File: src/rtl/uart_cmd_decoder.sv
// 8N1 UART receiver with mid-bit sampling feeding an ASCII switch-command decoder.
// Optional build macro CMD_TERM_EN: commands are held until a CR/LF terminator arrives.
module uart_cmd_decoder #(
    parameter int CLKS_PER_BIT = 868
) (
    input  logic       Clk,
    input  logic       Rst_n,
    input  logic       UART_RX,
    output logic [1:0] new_state,
    output logic       new_state_arrived,
    output logic       frame_err,
    output logic       cmd_err,
    output logic       rx_busy
);
    localparam logic [15:0] HALF_M1 = 16'(CLKS_PER_BIT / 2 - 1);
    localparam logic [15:0] FULL_M1 = 16'(CLKS_PER_BIT - 1);

    typedef enum logic [1:0] {S_IDLE, S_START, S_DATA, S_STOP} rx_state_t;

    logic        r_rx_meta, r_rx_sync;
    logic [1:0]  r_sync_live;
    rx_state_t   r_state, w_state_nxt;
    logic [15:0] r_timer, w_timer_nxt;
    logic [2:0]  r_idx, w_idx_nxt;
    logic [7:0]  r_shift, w_shift_nxt;
    logic        r_armed, w_armed_nxt;
    logic        r_byte_valid, w_byte_valid_nxt;
    logic        r_frame_err, w_frame_err_nxt;
    logic [1:0]  r_new_state, w_new_state_nxt;
    logic        r_arrived, w_arrived_nxt;
    logic        r_cmd_err, w_cmd_err_nxt;
    logic        w_is_cmd, w_is_term;
    logic [1:0]  w_cmd_val;
`ifdef CMD_TERM_EN
    logic        r_pend_vld, w_pend_vld_nxt;
    logic [1:0]  r_pend_val, w_pend_val_nxt;
`endif

    // r_sync_live keeps the reset value of the synchronizer from counting as a seen idle line
    always_ff @(posedge Clk or negedge Rst_n) begin
        if (!Rst_n) begin
            r_rx_meta   <= 1'b1;
            r_rx_sync   <= 1'b1;
            r_sync_live <= 2'b00;
        end else begin
            r_rx_meta   <= UART_RX;
            r_rx_sync   <= r_rx_meta;
            r_sync_live <= {r_sync_live[0], 1'b1};
        end
    end

    always_ff @(posedge Clk or negedge Rst_n) begin
        if (!Rst_n) begin
            r_state      <= S_IDLE;
            r_timer      <= 16'd0;
            r_idx        <= 3'd0;
            r_shift      <= 8'd0;
            r_armed      <= 1'b0;
            r_byte_valid <= 1'b0;
            r_frame_err  <= 1'b0;
        end else begin
            r_state      <= w_state_nxt;
            r_timer      <= w_timer_nxt;
            r_idx        <= w_idx_nxt;
            r_shift      <= w_shift_nxt;
            r_armed      <= w_armed_nxt;
            r_byte_valid <= w_byte_valid_nxt;
            r_frame_err  <= w_frame_err_nxt;
        end
    end

    always_comb begin
        w_state_nxt      = r_state;
        w_timer_nxt      = r_timer + 16'd1;
        w_idx_nxt        = r_idx;
        w_shift_nxt      = r_shift;
        w_armed_nxt      = r_armed;
        w_byte_valid_nxt = 1'b0;
        w_frame_err_nxt  = 1'b0;
        case (r_state)
            S_IDLE: begin
                w_timer_nxt = 16'd0;
                if (r_sync_live[1] && r_rx_sync) w_armed_nxt = 1'b1;
                if (r_armed && !r_rx_sync) begin
                    w_state_nxt = S_START;
                    w_armed_nxt = 1'b0;
                end
            end
            S_START: begin
                if (r_timer == HALF_M1) begin
                    w_timer_nxt = 16'd0;
                    w_idx_nxt   = 3'd0;
                    w_state_nxt = r_rx_sync ? S_IDLE : S_DATA;
                end
            end
            S_DATA: begin
                if (r_timer == FULL_M1) begin
                    w_timer_nxt = 16'd0;
                    w_shift_nxt = {r_rx_sync, r_shift[7:1]};
                    w_idx_nxt   = r_idx + 3'd1;
                    if (r_idx == 3'd7) w_state_nxt = S_STOP;
                end
            end
            S_STOP: begin
                if (r_timer == FULL_M1) begin
                    w_byte_valid_nxt = r_rx_sync;
                    w_frame_err_nxt  = !r_rx_sync;
                    w_state_nxt      = S_IDLE;
                end
            end
            default: w_state_nxt = S_IDLE;
        endcase
    end

    always_comb begin
        w_is_cmd  = 1'b0;
        w_is_term = 1'b0;
        w_cmd_val = 2'd0;
        case (r_shift)
            8'h30:        w_is_cmd = 1'b1;
            8'h31:        begin w_is_cmd = 1'b1; w_cmd_val = 2'd1; end
            8'h32:        begin w_is_cmd = 1'b1; w_cmd_val = 2'd2; end
            8'h53, 8'h73: begin w_is_cmd = 1'b1; w_cmd_val = 2'd3; end
            8'h0D, 8'h0A: w_is_term = 1'b1;
            default:      ;
        endcase
    end

    always_comb begin
        w_new_state_nxt = r_new_state;
        w_arrived_nxt   = 1'b0;
        w_cmd_err_nxt   = 1'b0;
`ifdef CMD_TERM_EN
        w_pend_vld_nxt  = r_pend_vld;
        w_pend_val_nxt  = r_pend_val;
        if (r_frame_err) w_pend_vld_nxt = 1'b0;
        if (r_byte_valid) begin
            if (w_is_cmd) begin
                // a second command before a terminator poisons both
                w_cmd_err_nxt  = r_pend_vld;
                w_pend_vld_nxt = !r_pend_vld;
                w_pend_val_nxt = w_cmd_val;
            end else if (w_is_term) begin
                if (r_pend_vld) begin
                    w_arrived_nxt   = 1'b1;
                    w_new_state_nxt = r_pend_val;
                end
                w_pend_vld_nxt = 1'b0;
            end else begin
                w_cmd_err_nxt  = 1'b1;
                w_pend_vld_nxt = 1'b0;
            end
        end
`else
        if (r_byte_valid) begin
            if (w_is_cmd) begin
                w_arrived_nxt   = 1'b1;
                w_new_state_nxt = w_cmd_val;
            end else if (!w_is_term) begin
                w_cmd_err_nxt = 1'b1;
            end
        end
`endif
    end

    always_ff @(posedge Clk or negedge Rst_n) begin
        if (!Rst_n) begin
            r_new_state <= 2'd0;
            r_arrived   <= 1'b0;
            r_cmd_err   <= 1'b0;
`ifdef CMD_TERM_EN
            r_pend_vld  <= 1'b0;
            r_pend_val  <= 2'd0;
`endif
        end else begin
            r_new_state <= w_new_state_nxt;
            r_arrived   <= w_arrived_nxt;
            r_cmd_err   <= w_cmd_err_nxt;
`ifdef CMD_TERM_EN
            r_pend_vld  <= w_pend_vld_nxt;
            r_pend_val  <= w_pend_val_nxt;
`endif
        end
    end

    assign new_state         = r_new_state;
    assign new_state_arrived = r_arrived;
    assign frame_err         = r_frame_err;
    assign cmd_err           = r_cmd_err;
    assign rx_busy           = (r_state != S_IDLE);
endmodule

File: config.mk
export PLATFORM = sky130hd
export DESIGN_NAME = uart_cmd_decoder
export DESIGN_NICKNAME = d
export VERILOG_FILES = /design/src/rtl/uart_cmd_decoder.sv
export SDC_FILE = /design/constraint.sdc
export NUM_CORES = 1
export LEC_CHECK = 0
export ABC_AREA = 1
export ABC_CLOCK_PERIOD_IN_PS = 1350
export CAP_MARGIN = 0
export CORE_ASPECT_RATIO = 2
export CORE_MARGIN = 2
export CORE_UTILIZATION = 40
export DETAILED_ROUTE_END_ITERATION = 10
export GPL_ROUTABILITY_DRIVEN = 1
export SETUP_SLACK_MARGIN = 0.02
export SYNTH_ARGS = -nofsm -noshare
export SYNTH_HDL_FRONTEND = slang
export SYNTH_SLANG_ARGS = --single-unit
File: constraint.sdc
create_clock -name Clk -period 1.35 [get_ports Clk]
set_input_delay 0.27 -clock Clk [delete_from_list [all_inputs] [get_ports Clk]]
set_output_delay 0.27 -clock Clk [all_outputs]
set_load 0.05 [all_outputs]
### Word level (Yosys, flattened, before mapping)

Cells that the tools add are included.

* register bits: 40
* memory bits (writable): 0
* word-level logic and storage cells: 75
* latch bits: 0
* bits of input ports: 3
* memories: 0
* bits in read-only memories: 0

* bitwise gates (word level): 0
* add/subtract/negate cells: 2
* multipliers: 0
* magnitude comparators: 0
* mux-type cells: 27
* reduce and logical (&&, ||, !) cells: 15
* shift-type cells: 0
* div/mod/pow operators: 0
* equality and inequality tests: 18

Operators with widths (number)
* 16-bit one-hot mux with 3 select lines: 1
* 16-bit two-way mux: 2
* 8-bit by 6-bit == test with 1-bit output, second input constant: 3
* 16-bit by 1-bit adder with 16-bit output, second input constant: 1
* 16-bit by 10-bit == test with 1-bit output, second input constant: 1
* 16-bit by 9-bit == test with 1-bit output, second input constant: 1
* 8-bit by 4-bit == test with 1-bit output, second input constant: 2
* 8-bit by 7-bit == test with 1-bit output, second input constant: 2
* 1-bit two-way mux: 13
* 2-bit two-way mux: 6
* 2-bit != test, second input constant: 5
* 2-bit one-hot mux with 4 select lines: 1
* 3-bit two-way mux: 2
* 2-bit one-hot mux with 3 select lines: 1
* 3-bit one-hot mux with 2 select lines: 1
* 2-bit AND reduction: 3
* 2-bit nonzero test: 3
* 5-bit AND reduction: 1
* 5-bit OR reduction: 1
* 2-bit == test, second input constant: 2
* 2-bit OR reduction: 2
* 3-bit by 1-bit adder with 3-bit output, second input constant: 1
* 3-bit == test, second input constant: 1
* 3-bit AND reduction: 1
* 4 further kinds: 5

### Longest topological paths before layout

Gate-level depths: netlist (run 1).

* depth after elaboration: 6
* gate-level depth with buffers: 11
* mapped depth without buffers: 11

### Least setup slack after synthesis (run 1)

Ideal clock, no wire load.

* kind: flip-flop to flip-flop
* from: register r_timer[0]
* to: register r_timer[12]
* arrival time: 1.256 ns
* clock period less this slack: 1.375 ns
* slack: -0.025 ns
* required time: 1.231 ns
* stages on the path, launching flop included: 10
* path through: dfrtp_1 -> ha_1 -> nand2_1 -> nor2_4 -> nand2_2 -> nand2_1 -> nand2_2 -> nor2_4 -> buf_6 -> nor2_1

* longest elaborated chain between the ends: 3

Ends and longest elaborated chain
* start: declaration: RTL line 23 `logic [15:0] r_timer, w_timer_nxt;`
* start signal: assignment: RTL line 63 `r_timer <= w_timer_nxt;`
* 16-bit by 1-bit adder with 16-bit output, or another cell as far along: RTL line 74 `w_timer_nxt = r_timer + 16'd1;`
* 16-bit two-way mux (on tied branches): RTL line 97, 90
* 16-bit one-hot mux with 3 select lines *: RTL line 80 `case (r_state)`
* net w_timer_nxt[12]: RTL line 23

The timed path passes the listed nets; every way through them passes the cells marked *.
A chain may end at the register's enable or synchronous reset.

### Worst setup path in the final report (run 1)

* from: register r_timer[1]
* to: register r_timer[12]

The elaborated chain is that of the path after synthesis.

==> flow_summary.toml, run 1 <==
[clocking]
cts.sinks = 40
root_buffer = "clkbuf_8"
h-tree-depth = 2
cts_tree = "built"
clkLatencyLatePin_ps = 300
clk_transition_reported_paths_ps = 80
cts.path.max_buffers = 2
cts_buffers = 5

[timing]
setup_viol = 29
max_freq_ghz = 0.671
hold_viol_final = 0
setup_slack_ps = -141
timing.final.crit_share_pct = 110
holdWs_ps = 360
rsz0062_at_grt = "true"
slew_violations = 0
fin_crit_ps = 1490
finalClockSkew_ps = 5.03

[yosys]
synth_seq_cells = 40
synth_compound_area_share_pct = 6.01
muxShareOfSynthArea_pct = 0
synthSimpleGateAreaFrac_pct = 31.5
synth_top_family_by_area = "simple AND/OR/NAND/NOR gates"
syn-cell-area_sq_um = 2000
synth_warnings = 0
ys_seq_area_share_pct = 50.2
syn_area_per_cell_sq_um = 8.22
synth_nets = 250
synthXorXnorAreaFrac_pct = 2.63
synth_adder_area_share_pct = 2.50
synth_cell_types = 26
synthCells = 243

[worst_setup_path]
max_stage_delay_ps = 390
cp-end-kind = "register"
crit_buf_inv = 1
crit_path_start_kind = "register"
path_cells = "buf_6 > ha_4 > nand2_2 > nor2_4 > nand2_4 > nor3_2 > xnor2_1 > nor2_2"
r2r_cells = 8
critical_path_class = "register to register"
path_max_fanout = 4
worst_path_max_delay_cell = "dfrtp_1"
critPathArrivalTime_ps = 1680
required_ps = 1540
critPathTopFamily = "simple AND/OR/NAND/NOR gates"
worstSetupPathDepth = 8

[worst_hold_path]
holdPathStages = 0
hp-class = "register to register"

[place]
dp_cells = 350
gp_congestion = 0.878
place_ws_ps = -181
port-buffer-count = 8
place_hpwl_um = 3390

[floorplan]
die_area_sq_um = 5610
start_util_pct = 41.5
rows = 36
die_x_um = 54.0
fp.dieH_um = 104
io_pins = 9
core_area_sq_um = 4820

[detailed_routing]
drc = 0
met3_length_um = 74
met2WireLength_um = 3070
vias = 1819
wl_per_cell_um = 13.3
drt_iter0_drc = 39
dr.pass1.iters = 4
top_layer_used = "met4"
wl_met1_um = 1660
routed_wl_um = 4990
antenna_left = 0
viasPerCell = 4.86

[job]
max_cap_violations = 0

[status]
violations = "negative setup slack"
status = "complete, but fails checks"

[finish]
final_cell_mix = "52 x buf_4, 41 x nand2_1, 36 x dfrtp_1"
drive_above_1_share_pct = 48.9
area_growth_pct = 52.0
final_common_cell = "buf_4"
post-route-util_pct = 63.0
final_cells = 374
antenna_cells = 0
final_nets = 323

[global_route]
gr-usage-all-layers_pct = 19.5
grt_pass1_wl_um = 7940
antenna_found_initial = 0
globalRouteOverflowTotal = 0
grt_pass1_vias = 1860
grt_max_degree = 41

[power]
p_leak_nw = 1.46
cellPowerDensity_nw_per_um2 = 1340
irDropWorstVdd_mv = 1.28
finalPower_w = 0.00406
## final cells by class
| class | count | area, sq um |
|---|---|---|
| Timing Repair Buffer | 68 | 623 |
| Inverter | 31 | 119 |
| Fill cell | 390 | 1780 |
| Clock inverter | 3 | 42.5 |
| Multi-Input combinational cell | 170 | 1110 |
| Tap cell | 57 | 71.3 |
| Sequential cell | 40 | 1010 |
| Clock buffer | 5 | 68.8 |
## worst paths after layout
check	slack, ps	start	endpoint
max	-140	r_timer[1]	r_timer[12]
min	360	r_sync_live[0]	r_sync_live[1]
max reg2reg	-140	r_timer[1]	r_timer[12]
min reg2reg	360	r_sync_live[0]	r_sync_live[1]
max in group asynchronous	620	Rst_n	r_rx_sync
min in group asynchronous	460	Rst_n	r_shift[5]
## cell usage after synthesis (all sizes together)
cell type | instances | area share, %
dfrtp | 38 | 48
xnor2 | 3 | 1.3
ha | 4 | 2.5
o21ai | 12 | 4.5
inv | 29 | 5.4
nand3 | 25 | 6.5
dfstp | 2 | 2.6
or2 | 1 | 0.31
buf | 2 | 1.1
nor3 | 6 | 1.8
nor2 | 43 | 9.0
nand2 | 59 | 12
xor2 | 3 | 1.3
nor3b | 1 | 0.38
conb | 1 | 0.19
nand4 | 5 | 1.6
a21oi | 6 | 1.5
clkinv | 2 | 0.38
and2 | 1 | 0.31
## report_power, final
group / switching, W / leakage (nW) / internal (W)
Combinational: 0.000905 / 0.870 / 0.000784
Sequential: 0.0000932 / 0.536 / 0.00130
Clock: 0.000437 / 0.0541 / 0.000547
Total: 0.00144 / 1.46 / 0.00263
## kinds of logic (layout without fill, tap and decap cells)
logic type / Yosys count / in the layout
xor+xnor: 6 / 6
simple gates: 141 / 141
other cells: 1 / 1
compound gates: 18 / 18
buf+inv: 33 / 107
flops: 40 / 40
fa+ha+maj: 4 / 4
## metrics by stage
step,instance area (sq um),setup TNS [ps]
finish,3040,-3350
global route,3040,-6190
CTS,2850,-3830
detailed placement,2540,-3200
global placement,2540,-2910
floorplan,2010,0
## registers in the layout, indices dropped and copies added (netlist names), 2 cells and up, named ones only
name / count
r_shift: 8
r_sync_live: 2
r_idx: 3
new_state: 2
r_timer: 16
## per-layer routing
metal  vias to the layer above  track usage [%]
li1                        907                -
met1                       873             17.8
met2                        26             36.1
met3                        13             2.73
met4                         0             12.5
met5                         -                0
## what timing repair did
| item | CTS | global route |
|---|---|---|
| setup endpoints to repair | 31 | 35 |
| hold buffers | 1 | 0 |
| pin swaps | 14 | 21 |
| gates resized for setup | 35 | 43 |
| endpoints found under the hold margin | 38 | 0 |
| buffers inserted | 9 | 6 |
(Power assumes the default switching activity.)
==> run 2, diff against run 1 <==
REMOVE_ABC_BUFFERS = 1   (was unset)
==> run 2 against run 1 <==
The flow still finishes with violations (negative setup slack). Global-route usage shrank 0.68 points. Register-to-register slack worse by 50 ps. Utilization shrank 1.6 points. Flip-flop and latch count did not move. Power down 3.4%. Via count grew 0.38%. Largest cell class unchanged. Largest power group unchanged.
==> flow_summary.toml, run 2 (synthesis results as in run 1) <==
[timing]
rsz0062_at_grt = "true"
fin_crit_ps = 1540
finalClockSkew_ps = 7.51
setup_viol = 31
setup_slack_ps = -190
timing.final.crit_share_pct = 114
finalSetupTns_ps = -4430
hold_viol_final = 0
slew_violations = 0
max_freq_ghz = 0.649
holdWs_ps = 353

[place]
dp_cells = 353
gp_congestion = 0.860
place_area_sq_um = 2530
place_hpwl_um = 3420
place_ws_ps = -217
port-buffer-count = 8

[detailed_routing]
wl_per_cell_um = 13.0
drc = 0
routed_wl_um = 4770
drt_iter0_drc = 26
viasPerCell = 4.98
vias = 1826
dr.pass1.iters = 5
antenna_left = 0

[floorplan]
die_x_um = 54.0
core_area_sq_um = 4820
start_util_pct = 41.5
rows = 36
die_area_sq_um = 5610
fp.dieH_um = 104
io_pins = 9

[clocking]
cts_tree = "built"
h-tree-depth = 2
root_buffer = "clkbuf_8"
cts.path.max_buffers = 2
cts.sinks = 40
cts_buffers = 5
clkLatencyLatePin_ps = 300
clk_transition_reported_paths_ps = 70

[power]
cellPowerDensity_nw_per_um2 = 1330
seqPwrFrac_pct = 34.8
irDropWorstVdd_mv = 1.07
swShare_pct = 33.9
comb_power_share_pct = 37.9
p_leak_nw = 1.44
pwr-share-clk_pct = 27.3
intPower_w = 0.00259
netSwitchingPower_w = 0.00133

[finish]
stdcell_area_sq_um = 2960
reg_top3 = "r_timer: 16 flops, r_shift: 8 flops, r_idx: 3 flops"
final_cells = 367
largest_reg_flops = 16
area_growth_pct = 48.0
multiInputGateArea_sq_um = 1060
fill_cells = 399
final-seq-area_sq_um = 1000
final_common_cell = "nand2_1"
final_nets = 316
drive_above_1_share_pct = 43.9
largest-register = "r_timer"
antenna_cells = 0
final_cell_mix = "45 x nand2_1, 41 x buf_4, 38 x dfrtp_1"

[worst_setup_path]
critPathArrivalTime_ps = 1720
crit_path_start_kind = "register"
r2r_cells = 11
r2r_slack_ps = -190
r2r-end = "r_timer[2]"
worstSetupStartpoint = "r_timer[0]"
path_max_fanout = 6
cp-end-kind = "register"
required_ps = 1530
r2r-start = "r_timer[0]"
critical_path_class = "register to register"

[worst_hold_path]
hp-class = "register to register"
worst_hold_path.endpoint = "r_sync_live[1]"
holdCritStartpoint = "r_sync_live[0]"
holdPathStages = 0

[status]
violations = "negative setup slack"
status = "complete, but fails checks"

[global_route]
grt_max_degree = 41
gr-usage-all-layers_pct = 18.8
grt_pass1_vias = 1821
antenna_found_initial = 0
grt_pass1_wl_um = 7710
globalRouteOverflowTotal = 0

[job]
max_cap_violations = 0
run 2: critical path, stage by stage, from the launching register on:
cell     delay [ps]
dfrtp_1         370
ha_2            200
buf_6           110
nand2_4          60
nor2_4          120
nand2_2          70
nand2_2          80
nand2_4          70
nor2_4          150
inv_4            90
nand2_2          70
nor2_1           40
run 2: how the worst max path moves through the flow:
| stage | end | cells after the start |
|---|---|---|
| 2_1_floorplan | r_timer[8] | 10 |
| 3_3_place_gp | r_timer[7] | 10 |
| 3_5_place_dp | register | 11 |
| 4_1_cts | r_timer[3] | 10 |
| 5_1_grt | r_timer[14] | 11 |
| 6_report | r_timer[2] | 11 |
run 2: through the flow:
stage               power (W)  util [%]
detailed placement    0.00241      52.6
floorplan             0.00193         -
finish                0.00393      61.4
CTS                   0.00382      59.1
global placement      0.00240      52.6
global route          0.00414      61.4
run 2: area by class of cell:
type                            instances  area share (%)
Multi-Input combinational cell        170            35.8
Tap cell                               57            2.41
Clock buffer                            7            3.26
Clock inverter                          1            1.02
Timing Repair Buffer                   61            19.5
Inverter                               31            4.10
Sequential cell                        40            33.9
run 2: what timing repair did:
item                                    CTS  global route
endpoints found under the setup margin   33            36
pin swaps                                15            12
resized for setup                        41            34
hold buffers                              1             0
hold endpoints to repair                 38             0
setup buffers                             6             1
run 2: routing by layer:
metal  part of all wire, %  global-route usage, %  wire (um)  vias to the layer above
met5                     0                      0          0                        -
met4                   4.4                   8.39        208                        0
met3                   2.5                   3.59        121                       20
met2                    58                   34.9       2780                       40
met1                    35                   18.4       1650                      864
li1                      -                      -          -                      902
run 2: power by group through the flow:
stage | Sequential [W] | Combinational, W | Clock, W
floorplan | 0.00138 | 0.000557 | 0
global placement | 0.00138 | 0.00102 | 0
detailed placement | 0.00139 | 0.00103 | 0
CTS | 0.00137 | 0.00136 | 0.00109
global route | 0.00138 | 0.00163 | 0.00113
finish | 0.00137 | 0.00149 | 0.00107
==> run 3, diff against run 2 <==
ABC_CLOCK_PERIOD_IN_PS = 1900   (was 1350)
CORE_ASPECT_RATIO = 0.75   (was 2)
TNS_END_PERCENT = 20   (was unset)
clock period = 1.9 ns   (was 1.35 ns; I/O delays follow)
==> run 3 against run 2 <==
The run now ends clean. First-iteration DRC count increased to 3.6 times the previous value. Utilization fell by 15 points. Register-to-register slack gained 500 ps. Critical endpoint is now new_state[0].
==> flow_summary.toml, run 3 (synthesis results as in run 1) <==
[status]
status = "completed"

[floorplan]
fp.dieH_um = 65.2
io_pins = 9
start_util_pct = 41.2
die_area_sq_um = 5580
rows = 22
core_area_sq_um = 4840
die_x_um = 85.6

[place]
place_hpwl_um = 2680
place_ws_ps = 322
gp_congestion = 0.807
place_area_sq_um = 2150
dp_cells = 313
port-buffer-count = 8

[finish]
final_cells = 321
reg_top3 = "r_timer: 16 flops, r_shift: 8 flops, r_idx: 3 flops"
final-seq-area_sq_um = 1000
final_common_cell = "nand2_1"
stdcell_area_sq_um = 2250
fill_cells = 484
multiInputGateArea_sq_um = 856
area_growth_pct = 12.4
final_cell_mix = "54 x nand2_1, 40 x nor2_1, 38 x dfrtp_1"
drive_above_1_share_pct = 13.8
antenna_cells = 0
largest_reg_flops = 16
final_nets = 267
largest-register = "r_timer"

[timing]
finalSetupTns_ps = 0
rsz0062_at_grt = "false"
slew_violations = 0
finalClockSkew_ps = 6.09
hold_viol_final = 0
timing.final.crit_share_pct = 95.9
worstMarginPinSlew_ps = 502
setup_viol = 0
max_freq_ghz = 0.549
fin_crit_ps = 1820
setup_slack_ps = 77.6
relSlewSlack_pct = 66.4

[worst_setup_path]
critical_path_class = "register to primary output"
worst_path_max_delay_cell = "clkdlybuf4s50_1"
crit_buf_inv = 1
required_ps = 1520
path_max_fanout = 2
critPathArrivalTime_ps = 1440
path_cells = "clkdlybuf4s50_1"
crit_path_start_kind = "register"
max_stage_delay_ps = 800
critPathTopFamily = "buffers and inverters"
cp-end-kind = "primary output"

[clocking]
root_buffer = "clkbuf_8"
h-tree-depth = 2
cts_buffers = 5
postCtsSetupBuffers = 0
ctsHoldBuffers = 0
clk_transition_reported_paths_ps = 80
clkLatencyLatePin_ps = 290
ctsResizeCount = 0
cts.sinks = 40
cts.path.max_buffers = 2
cts_tree = "built"

[detailed_routing]
routed_wl_um = 3610
drt_iter0_drc = 94
drc = 0
dr.pass1.iters = 4
vias = 1494
viasPerCell = 4.65
wl_per_cell_um = 11.2
antenna_left = 0

[power]
cellPowerDensity_nw_per_um2 = 933
irDropWorstVdd_mv = 0.437
p_leak_nw = 1.10

[global_route]
grt_max_degree = 41
globalRouteOverflowTotal = 0
grt_pass1_wl_um = 6510
antenna_found_initial = 0
grt_pass1_vias = 1420
gr-usage-all-layers_pct = 15.1

[worst_hold_path]
hp-class = "input port to async pin"

[job]
max_cap_violations = 0
==> run 3: cell count changes in the layout (fill, tap and decap cells not counted), sizes merged <==
cell and change:
buf -53, clkinv +2, clkbuf -1, bufinv -1, dlygate4sd3 -1, clkdlybuf4s50 +5
==> run 3: per-stage QoR <==
| step | hold slack [ps] | utilization (%) | total power [W] |
|---|---|---|---|
| global route | 188 | 46.4 | 0.00227 |
| finish | 142 | 46.4 | 0.00209 |
| detailed placement | 348 | 44.4 | 0.00153 |
| floorplan | 84.4 | - | 0.00137 |
| CTS | 158 | 46.4 | 0.00212 |
| global placement | 333 | 44.4 | 0.00154 |
==> run 3: metal layers <==
layer	global-route usage, %	wire length (um)
met5	0	0
met4	4.76	48
met3	4.15	157
met2	20.9	1370
met1	22.6	2030
==> run 3: worst paths after layout <==
kind | to | slack (ps) | cells after the start | from
max reg2reg | r_timer[7] | 310 | 10 | r_timer[1]
min reg2reg | r_rx_sync | 360 | 0 | r_rx_meta
min in group Clk | r_rx_sync | 360 | 0 | r_rx_meta
max in group asynchronous | r_rx_meta | 1400 | 2 | Rst_n
min | r_timer[6] | 140 | 2 | Rst_n
max | new_state[0] | 80 | 1 | new_state[0]
==> run 3: report_power, final <==
part | internal [W] | leakage, nW | switching [W] | total (W)
registers | 0.000919 | 0.538 | 0.0000546 | 0.000974
logic | 0.000171 | 0.513 | 0.000374 | 0.000544
clock network | 0.000290 | 0.0510 | 0.000287 | 0.000577
total | 0.00138 | 1.10 | 0.000715 | 0.00209
==> run 3: cell type report <==
type                            instances  area share, %
Inverter                               31           5.18
Clock inverter                          2          0.446
Sequential cell                        40           44.7
Tap cell                               60           3.34
Clock buffer                            6           3.68
Timing Repair Buffer                   12           4.57
Multi-Input combinational cell        170           38.1
==> run 3: worst register-to-register path: stages (launching register included) <==
cell and delay, ps:
dfrtp_1 390, inv_1 80, ha_1 160, nand3_1 80, nor2_1 150, nand2_1 70, nand2_1 90, nand2_2 80
nor2_4 160, buf_4 180, nor3_2 40
